===== config.mk =====
export PLATFORM = sky130hd
export DESIGN_NAME = conv_mac_engine
export DESIGN_NICKNAME = d
export VERILOG_FILES = /design/src/rtl/conv_mac_engine.sv
export SDC_FILE = /design/constraint.sdc
export NUM_CORES = 1
export LEC_CHECK = 0
export ABC_AREA = 1
export BUFFER_PORTS_ARGS = -buffer_cell sky130_fd_sc_hd__buf_2
export CORE_MARGIN = 10
export CORE_UTILIZATION = 35
export CTS_CLUSTER_DIAMETER = 30
export DETAILED_ROUTE_END_ITERATION = 12
export PLACE_DENSITY = 0.5
export SLEW_MARGIN = 40
export SYNTH_ARGS = -nofsm -noshare
export SYNTH_HDL_FRONTEND = slang
export SYNTH_SLANG_ARGS = --single-unit

===== constraint.sdc =====
create_clock -name clk_i -period 5.55 [get_ports clk_i]
set_clock_uncertainty 0.1 [all_clocks]
set_input_delay 0.8325 -clock clk_i [delete_from_list [all_inputs] [get_ports clk_i]]
set_output_delay 0.8325 -clock clk_i [all_outputs]
set_load 0.1 [all_outputs]

===== src/rtl/conv_mac_engine.sv =====
// conv_mac_engine
//   Streaming convolution MAC engine. Accepts K*K*IN_CH (activation, weight) tap pairs per
//   output pixel, accumulates their signed products, adds a per-pixel bias, shifts and
//   saturates the result, and emits one pixel per window over a valid/ready handshake.
//   A run of cfg_npix_i pixels is launched by start_i and finishes with a one-cycle done_o.
//
// Optional feature: define CONV_RELU_EN to clamp negative results to 0 before saturation.
//
// Ports
//   clk_i        clock, rising edge
//   rst_n        asynchronous active-low reset
//   start_i      start a run (sampled in IDLE only)
//   cfg_npix_i   pixels per run, sampled with start_i
//   bias_i       bias, sampled on the first tap of each pixel
//   act_i        signed activation tap
//   wgt_i        signed weight tap
//   in_valid_i   tap pair valid
//   in_ready_o   tap pair accepted when in_valid_i & in_ready_o (ACC state only)
//   out_data_o   requantised pixel
//   out_valid_o  pixel valid, held until out_ready_i
//   out_ready_i  downstream ready
//   busy_o       high in any state but IDLE
//   done_o       one-cycle pulse at the end of a run
module conv_mac_engine #(
    parameter int unsigned DATA_W = 8,
    parameter int unsigned WGT_W  = 8,
    parameter int unsigned ACC_W  = 32,
    parameter int unsigned OUT_W  = 8,
    parameter int unsigned K      = 3,
    parameter int unsigned IN_CH  = 3,
    parameter int unsigned SHIFT  = 0
) (
    input  logic                     clk_i,
    input  logic                     rst_n,
    input  logic                     start_i,
    input  logic [15:0]              cfg_npix_i,
    input  logic signed [ACC_W-1:0]  bias_i,
    input  logic signed [DATA_W-1:0] act_i,
    input  logic signed [WGT_W-1:0]  wgt_i,
    input  logic                     in_valid_i,
    output logic                     in_ready_o,
    output logic signed [OUT_W-1:0]  out_data_o,
    output logic                     out_valid_o,
    input  logic                     out_ready_i,
    output logic                     busy_o,
    output logic                     done_o
);

    localparam int unsigned TAPS   = K * K * IN_CH;
    localparam int unsigned TAP_W  = (TAPS > 1) ? $clog2(TAPS) : 1;
    localparam int unsigned PROD_W = DATA_W + WGT_W;

    localparam logic [TAP_W-1:0] LAST_TAP = TAP_W'(TAPS - 1);
    localparam logic signed [ACC_W-1:0] SAT_MAX = {{(ACC_W-OUT_W+1){1'b0}}, {(OUT_W-1){1'b1}}};
    localparam logic signed [ACC_W-1:0] SAT_MIN = {{(ACC_W-OUT_W+1){1'b1}}, {(OUT_W-1){1'b0}}};

    typedef enum logic [1:0] {StIdle, StAcc, StEmit, StDone} state_e;

    state_e r_state;
    state_e w_state_next;

    logic signed [ACC_W-1:0] r_acc;
    logic signed [ACC_W-1:0] r_bias;
    logic [TAP_W-1:0]        r_tap_cnt;
    logic [15:0]             r_pix_cnt;
    logic [15:0]             r_npix;
    logic signed [OUT_W-1:0] r_out_data;

    logic                     w_tap_fire;
    logic                     w_out_fire;
    logic                     w_last_tap;
    logic                     w_last_pix;
    logic signed [PROD_W-1:0] w_act_ext;
    logic signed [PROD_W-1:0] w_wgt_ext;
    logic signed [PROD_W-1:0] w_prod;
    logic signed [ACC_W-1:0]  w_acc_next;
    logic signed [ACC_W-1:0]  w_bias_eff;
    logic signed [ACC_W-1:0]  w_sum;
    logic signed [ACC_W-1:0]  w_shifted;
    logic signed [ACC_W-1:0]  w_clamped;
    logic signed [OUT_W-1:0]  w_sat;

    assign in_ready_o  = (r_state == StAcc);
    assign out_valid_o = (r_state == StEmit);
    assign busy_o      = (r_state != StIdle);
    assign done_o      = (r_state == StDone);
    assign out_data_o  = r_out_data;

    assign w_tap_fire = in_valid_i & in_ready_o;
    assign w_out_fire = out_valid_o & out_ready_i;
    assign w_last_tap = (r_tap_cnt == LAST_TAP);
    assign w_last_pix = (r_pix_cnt == (r_npix - 16'd1));

    // Operands are sign-extended to the full product width so the low PROD_W bits are exact.
    assign w_act_ext  = {{WGT_W{act_i[DATA_W-1]}}, act_i};
    assign w_wgt_ext  = {{DATA_W{wgt_i[WGT_W-1]}}, wgt_i};
    assign w_prod     = w_act_ext * w_wgt_ext;
    assign w_acc_next = r_acc + {{(ACC_W-PROD_W){w_prod[PROD_W-1]}}, w_prod};

    // On the first tap the bias register has not been loaded yet, so use the live input.
    assign w_bias_eff = (r_tap_cnt == '0) ? bias_i : r_bias;
    assign w_sum      = w_acc_next + w_bias_eff;
    assign w_shifted  = w_sum >>> SHIFT;

`ifdef CONV_RELU_EN
    assign w_clamped = w_shifted[ACC_W-1] ? '0 : w_shifted;
`else
    assign w_clamped = w_shifted;
`endif

    always_comb begin
        w_sat = w_clamped[OUT_W-1:0];
        if (w_clamped > SAT_MAX) begin
            w_sat = SAT_MAX[OUT_W-1:0];
        end else if (w_clamped < SAT_MIN) begin
            w_sat = SAT_MIN[OUT_W-1:0];
        end
    end

    always_ff @(posedge clk_i or negedge rst_n) begin
        if (!rst_n) begin
            r_state <= StIdle;
        end else begin
            r_state <= w_state_next;
        end
    end

    always_comb begin
        w_state_next = r_state;
        unique case (r_state)
            StIdle: begin
                if (start_i) begin
                    w_state_next = (cfg_npix_i == 16'd0) ? StDone : StAcc;
                end
            end
            StAcc: begin
                if (w_tap_fire && w_last_tap) begin
                    w_state_next = StEmit;
                end
            end
            StEmit: begin
                if (w_out_fire) begin
                    w_state_next = w_last_pix ? StDone : StAcc;
                end
            end
            StDone: begin
                w_state_next = StIdle;
            end
            default: begin
                w_state_next = StIdle;
            end
        endcase
    end

    always_ff @(posedge clk_i or negedge rst_n) begin
        if (!rst_n) begin
            r_acc      <= '0;
            r_bias     <= '0;
            r_tap_cnt  <= '0;
            r_pix_cnt  <= '0;
            r_npix     <= '0;
            r_out_data <= '0;
        end else begin
            if ((r_state == StIdle) && start_i) begin
                r_npix    <= cfg_npix_i;
                r_pix_cnt <= '0;
                r_tap_cnt <= '0;
                r_acc     <= '0;
            end
            if (w_tap_fire) begin
                if (r_tap_cnt == '0) begin
                    r_bias <= bias_i;
                end
                if (w_last_tap) begin
                    // Clearing here leaves the accumulator ready for the next pixel's first tap.
                    r_tap_cnt  <= '0;
                    r_acc      <= '0;
                    r_out_data <= w_sat;
                end else begin
                    r_tap_cnt <= r_tap_cnt + TAP_W'(1);
                    r_acc     <= w_acc_next;
                end
            end
            if (w_out_fire) begin
                r_pix_cnt <= r_pix_cnt + 16'd1;
            end
        end
    end

endmodule


==> results of run 1 <==
==> worst max-delay path: cells and delay by family <==
family,cells,cell delay [ps]
buffers and inverters,13,1040
XOR/XNOR,1,210
AND/OR/NAND/NOR,18,2480
AO/OA/AOI/OAI,5,560
adder cells (fa/ha/maj),7,2900
==> cells in the final DEF (no fill, tap or decap), types with 54 or more instances in the layout <==
master                    instances
sky130_fd_sc_hd__a21oi_1         68
sky130_fd_sc_hd__buf_2           65
sky130_fd_sc_hd__buf_4          275
sky130_fd_sc_hd__dfrtp_1        111
sky130_fd_sc_hd__fa_1            54
sky130_fd_sc_hd__ha_1            54
sky130_fd_sc_hd__inv_1          293
sky130_fd_sc_hd__nand2_1        345
sky130_fd_sc_hd__nor2_1         110
sky130_fd_sc_hd__o21ai_0         57
==> state kept, by name (all words and copies together) (netlist names) <==
name        flops
r_state         2
r_bias         32
r_npix         16
out_data_o      8
r_acc          32
r_pix_cnt      16
r_tap_cnt       5
==> per-stage QoR <==
stage          setup slack (ps)  instances  hold slack, ps  cell area (um2)
6_report                  -2330       2506             381            17400
3_3_place_gp              -3050       2452             369            15200
2_1_floorplan             -2250       1692             353            12400
4_1_cts                   -2370       2487             395            16500
3_5_place_dp              -3090       2452             374            15200
5_1_grt                   -2770       2506             419            17400
==> path summary, 6_finish.rpt <==
check	to	slack [ps]	cells after the start
setup / recovery	out_data_o[2]	-2330	44
hold / removal	r_npix[1]	380	1
setup reg to reg	out_data_o[0]	820	31
hold reg to reg	r_bias[31]	390	2
max in group asynchronous	r_bias[17]	3890	2
min in group clk_i	r_bias[31]	390	2
==> kinds of logic after synthesis <==
group / after synthesis / synth area share
and+or+nand+nor: 675 / 0.243
buffers and inverters: 383 / 0.121
AOI/OAI and AO/OA: 280 / 0.138
adders and majority gates: 161 / 0.205
DFF: 111 / 0.233
xor gates and xnor gates: 82 / 0.0609
==> metal layers <==
metal | share of wire | vias to the layer above | global-route usage
li1 | - | 6057 | -
met1 | 0.46 | 5450 | 0.217
met2 | 0.50 | 132 | 0.292
met3 | 0.022 | 26 | 0.0205
met4 | 0.011 | 0 | 0.0336
met5 | 0 | - | 0
==> area by class of cell <==
| class | count | area [um2] |
|---|---|---|
| Tap cell | 448 | 561 |
| Clock buffer | 11 | 243 |
| Fill cell | 3220 | 16200 |
| Inverter | 346 | 1310 |
| Clock inverter | 5 | 41.3 |
| Multi-Input combinational cell | 1199 | 9480 |
| Sequential cell | 111 | 2780 |
| Timing Repair Buffer | 386 | 2950 |
==> repair_timing <==
| action | CTS | global route |
|---|---|---|
| pin swaps | 67 | 132 |
| gates resized for setup | 192 | 170 |
| endpoints found under the setup margin | 30 | 30 |
| gates cloned | 1 | 0 |
| setup buffers | 28 | 25 |
==> qor.csv, run 1 <==
metric,value,unit
total nets after synthesis,1922,
setup violation total in the final timing report,27,
routability congestion estimate,0.880,
share of cells above drive strength 1,0.358,
CTS hold repair buffers,0,
Commonest cells post-synth,"sky130_fd_sc_hd__nand2_1 (390), sky130_fd_sc_hd__inv_1 (333), sky130_fd_sc_hd__nor2_1 (130)",
RSZ-0062 raised after global routing,true,
number of buffers created by CTS,9,
"Hold Violations, Final",0,
type of origin of the critical path,input pin,
data arrival time of the worst path,8030,ps
final antenna-violating net count,0,
number of buffers added on ports,80,
starting density of the core,0.355,
Synth area leaders,"sky130_fd_sc_hd__dfrtp_1 (23%), sky130_fd_sc_hd__nand2_1 (12%), sky130_fd_sc_hd__ha_1 (11%), sky130_fd_sc_hd__inv_1 (10%), sky130_fd_sc_hd__fa_1 (9.6%)",
Antenna diodes,0,
Worst setup EP type,flop,
Chip Width,205,um
average wire length per cell after detail routing,14.1,um
"crit path setup slack, layout",-2330,ps
sum of overflow across all layers after global routing,0,
die outline height,205,um
highest clock frequency the design can meet,127,MHz
All-Layer GR Usage,0.167,
total count of max-transition violations in the final report,0,
Critical Setup Path Class,input pin to flop,
number of I/O pins,81,
highest-delay cell along the critical path,sky130_fd_sc_hd__fa_2,
count of yosys warnings during synthesis,0,
total via count after detailed routing,11700,
TritonCTS clock tree,built,
DR iter-0 viols,524,
number of search-and-repair iterations in the first detailed-routing pass,4,
most numerous cell in the Yosys netlist,sky130_fd_sc_hd__nand2_1,
share of flip-flops with an asynchronous set or reset after synthesis,1.00,
number of unique standard cell types used by synthesis,51,
combined area of all synthesized cells,11900,um2
area of the core,33500,um2
total length of routed wires,35300,um
Worst Path Required,5700,ps
largest area contributor in the synthesized netlist,sky130_fd_sc_hd__dfrtp_1,
vias in the first global route,11800,
worst hold-check path type,input pin to asynchronous set/reset pin,
number of antenna violations at the first check in global routing,0,
"Period Utilization, post-route",1.42,
r2r startpoint,r_acc[0],
Final Critical Period,7880,ps
violations in the final reports,setup timing,
average size of a mapped cell,7.04,um2
final layout net count,2283,
Max-slew headroom,0.487,
via density per instance,4.65,
clock transition at the registers of the reported paths,80,ps
Most common cell on crit path,sky130_fd_sc_hd__inv_2,
number of DRC violations after detailed routing,0,
cell at the root of the clock tree,sky130_fd_sc_hd__clkbuf_16,
Post-synth EDFFs,0,
clock latency reported for the late side of the worst-skew pair,370,ps
top_reg_cell synth,sky130_fd_sc_hd__dfrtp_1,
post-detailed-placement half-perimeter wirelength,28000,um
largest net degree at the start of global routing,66,
global-route wire length before repair,57600,um
Setup crit start,wgt_i[2],
Final TNS setup,-27210,ps
number of maximum-capacitance constraint violations,0,
run status,"complete, but fails checks",
CTS H-tree lvls,3,
Max Buffers Root-to-Sink,2,
crit-path max FO,7,
post-synthesis register bit count,111,
Area growth syn-to-layout,45.7,%
CTS sink count,111,
portion of the post-synthesis area used by sequential elements,0.233,
placement row count,67,
area enclosed by the die boundary,41800,um2
Worst Tran Pin Value,767,ps
"Largest stage delay, worst path",610,ps
top-area cell type share of the netlist area,0.233,
share of the core filled with cells,0.518,
post-synthesis cell count,1692,
Power of run 1 is left out: the tool's default activity adds up to more than one toggle a clock period on the data nets, which glitch-free logic cannot reach.
==> run 2, diff against run 1 <==
CORE_UTILIZATION = 30   (was 35)
HOLD_SLACK_MARGIN = 0.12   (was not set)
PLACE_DENSITY = 0.44   (was 0.5)
clock period = 8.35 ns   (was 5.55 ns; I/O delays follow)
==> run 2 against run 1 <==
Net effect:
- the run still ends with setup timing left
- sequential share of layout area increased by 0.84 points
- hold slack improved by 6.0 ps
- critical path depth grew 10
- first-iteration DRC count decreased by 4.6%
- critical path type unchanged
- critical endpoint is now out_data_o[6]
==> qor.csv, run 2 (synthesized netlist as in run 1, its figures left out) <==
metric,value,unit,change
largest net degree at the start of global routing,65,,-1.5%
type of origin of the critical path,input pin,,
area enclosed by the die boundary,48100,um2,+15%
DR iter-0 viols,500,,-4.6%
post-detailed-placement half-perimeter wirelength,28500,um,+1.9%
highest clock frequency the design can meet,117,MHz,
area occupied by multi-input gates,8910,um2,-6.0%
Worst Tran Pin Value,690,ps,-77.1 ps
All-Layer GR Usage,0.149,,-0.0177
global-route wire length before repair,58100,um,+0.77%
placement row count,72,,+7.5%
share of cells above drive strength 1,0.313,,-0.0448
crit-path max FO,7,,unchanged
CTS H-tree lvls,3,,unchanged
Final Critical Period,8530,ps,
Max Buffers Root-to-Sink,2,,unchanged
highest-count cells in the layout ignoring fill and taps,"sky130_fd_sc_hd__nand2_1 (349), sky130_fd_sc_hd__inv_1 (303), sky130_fd_sc_hd__buf_4 (268)",,
number of maximum-capacitance constraint violations,0,,unchanged
clock latency reported for the late side of the worst-skew pair,380,ps,about the same
worst hold-check path type,flop to flop,,
number of search-and-repair iterations in the first detailed-routing pass,5,,+1
Worst Path Required,8560,ps,+2860 ps
routability congestion estimate,0.864,,-1.8%
"Hold Violations, Final",0,,unchanged
Area growth syn-to-layout,38.5,%,
sequential standard cell area,2780,um2,unchanged
setup slack after placement,-814,ps,+2280 ps
total of fill cells in the finished design,4048,,+26%
Setup crit start,wgt_i[7],,
"Period Utilization, post-route",1.02,,
CTS hold repair buffers,0,,unchanged
capturing instance or port of the critical path,out_data_o[6],,
CTS sink count,111,,unchanged
"crit path setup slack, layout",-177,ps,+2150 ps
Critical Setup Path Class,input pin to flop,,
number of antenna violations at the first check in global routing,0,,unchanged
die outline height,219,um,+7.2%
violations in the final reports,setup timing,,
number of buffers created by CTS,9,,unchanged
Placed Cells,2483,,+1.3%
total count of max-transition violations in the final report,0,,unchanged
number of buffers added on ports,80,,unchanged
cell at the root of the clock tree,sky130_fd_sc_hd__clkbuf_16,,
capturing point of the worst reg2reg path,out_data_o[6],,
vias in the first global route,11500,,-2.1%
data arrival time of the worst path,8740,ps,+710 ps
final standard cell count with taps included and fillers excluded,2545,,+1.6%
total length of routed wires,35900,um,+1.7%
final antenna-violating net count,0,,unchanged
Antenna diodes,0,,unchanged
Final TNS setup,-1140,ps,"+26,060 ps"
"Largest stage delay, worst path",530,ps,-80 ps
met3 wire length,970,um,+28%
met1 WL,16800,um,+2.4%
Max-slew headroom,0.538,,+0.0510
via density per instance,4.54,,-2.5%
r2r startpoint,r_acc[0],,
area of the core,39000,um2,+16%
Crit path buffers/inverters,34,,+21
Worst setup EP type,flop,,
"Largest delay share family, worst path",buffers and inverters,,
Regs by FF count,"r_acc: 32 flops, r_bias: 32 flops",,
setup violation total in the final timing report,7,,-74%
Most common cell on crit path,sky130_fd_sc_hd__buf_4,,
setup slack on the worst flop-to-flop path,3560,ps,+2740 ps
highest-delay cell along the critical path,sky130_fd_sc_hd__fa_1,,
TritonCTS clock tree,built,,
Routed met2 length,17900,um,+0.90%
sum of overflow across all layers after global routing,0,,unchanged
number of I/O pins,81,,unchanged
most frequent standard cell in the layout excluding fill and tap cells,sky130_fd_sc_hd__nand2_1,,
number of DRC violations after detailed routing,0,,unchanged
Register-to-Register Path Depth,29,,-6.5%
uppermost metal layer occupied by signal nets,met4,,
clock transition at the registers of the reported paths,80,ps,about the same
Chip Width,219,um,+7.2%
final layout net count,2253,,-1.3%
average wire length per cell after detail routing,14.1,um,+0.13%
total via count after detailed routing,11500,,-1.0%
run status,"complete, but fails checks",,
path length in cells of the critical path,54,,+23%
starting density of the core,0.305,,-0.0499
RSZ-0062 raised after global routing,true,,
## run 2: metrics by stage
step / area, um2 / hold slack, ps / util
after floorplan: 12000 / 353 / -
after global placement: 14700 / 366 / 0.376
after detailed placement: 14700 / 374 / 0.376
after CTS: 15900 / 396 / 0.409
after global routing: 16500 / 414 / 0.423
final: 16500 / 387 / 0.423
## run 2: worst min path at each step
| stage | startpoint | end | slack [ps] | depth (start not counted) |
|---|---|---|---|---|
| 2_1_floorplan | r_bias[1] | r_bias[1] | 350 | 2 |
| 3_3_place_gp | r_bias[31] | r_bias[31] | 370 | 2 |
| 6_report | out_data_o[7] | out_data_o[7] | 390 | 2 |
| 4_1_cts | r_bias[31] | r_bias[31] | 400 | 2 |
| 5_1_grt | r_pix_cnt[15] | r_pix_cnt[15] | 410 | 1 |
| 3_5_place_dp | r_bias[31] | r_bias[31] | 370 | 2 |
## run 2: layer usage
layer / GRT usage / up-vias
li1: - / 5985
met1: 0.193 / 5447
met2: 0.261 / 102
met3: 0.0232 / 14
met4: 0.0232 / 0
met5: 0 / -
## run 2: timing repair
| item | 4_1_cts | 5_1_grt |
|---|---|---|
| endpoints found under the setup margin | 8 | 8 |
| pin swaps | 78 | 65 |
| resized for setup | 139 | 119 |
| buffers inserted | 40 | 8 |
## run 2: tightest hold or removal path, stage by stage (launching register included)
cell,delay [ps]
sky130_fd_sc_hd__dfrtp_1,340
sky130_fd_sc_hd__nand2_1,50
sky130_fd_sc_hd__o21ai_0,60
## run 2: area by class of cell
class	instances	area share
multi-input cells	1198	0.540
flip-flops and latches	111	0.168
repair buffers	357	0.157
inverters	346	0.0787
well taps	518	0.0393
clock buffers	9	0.0136
clock inverters	6	0.00303
Power of run 2 is left out for the same reason.
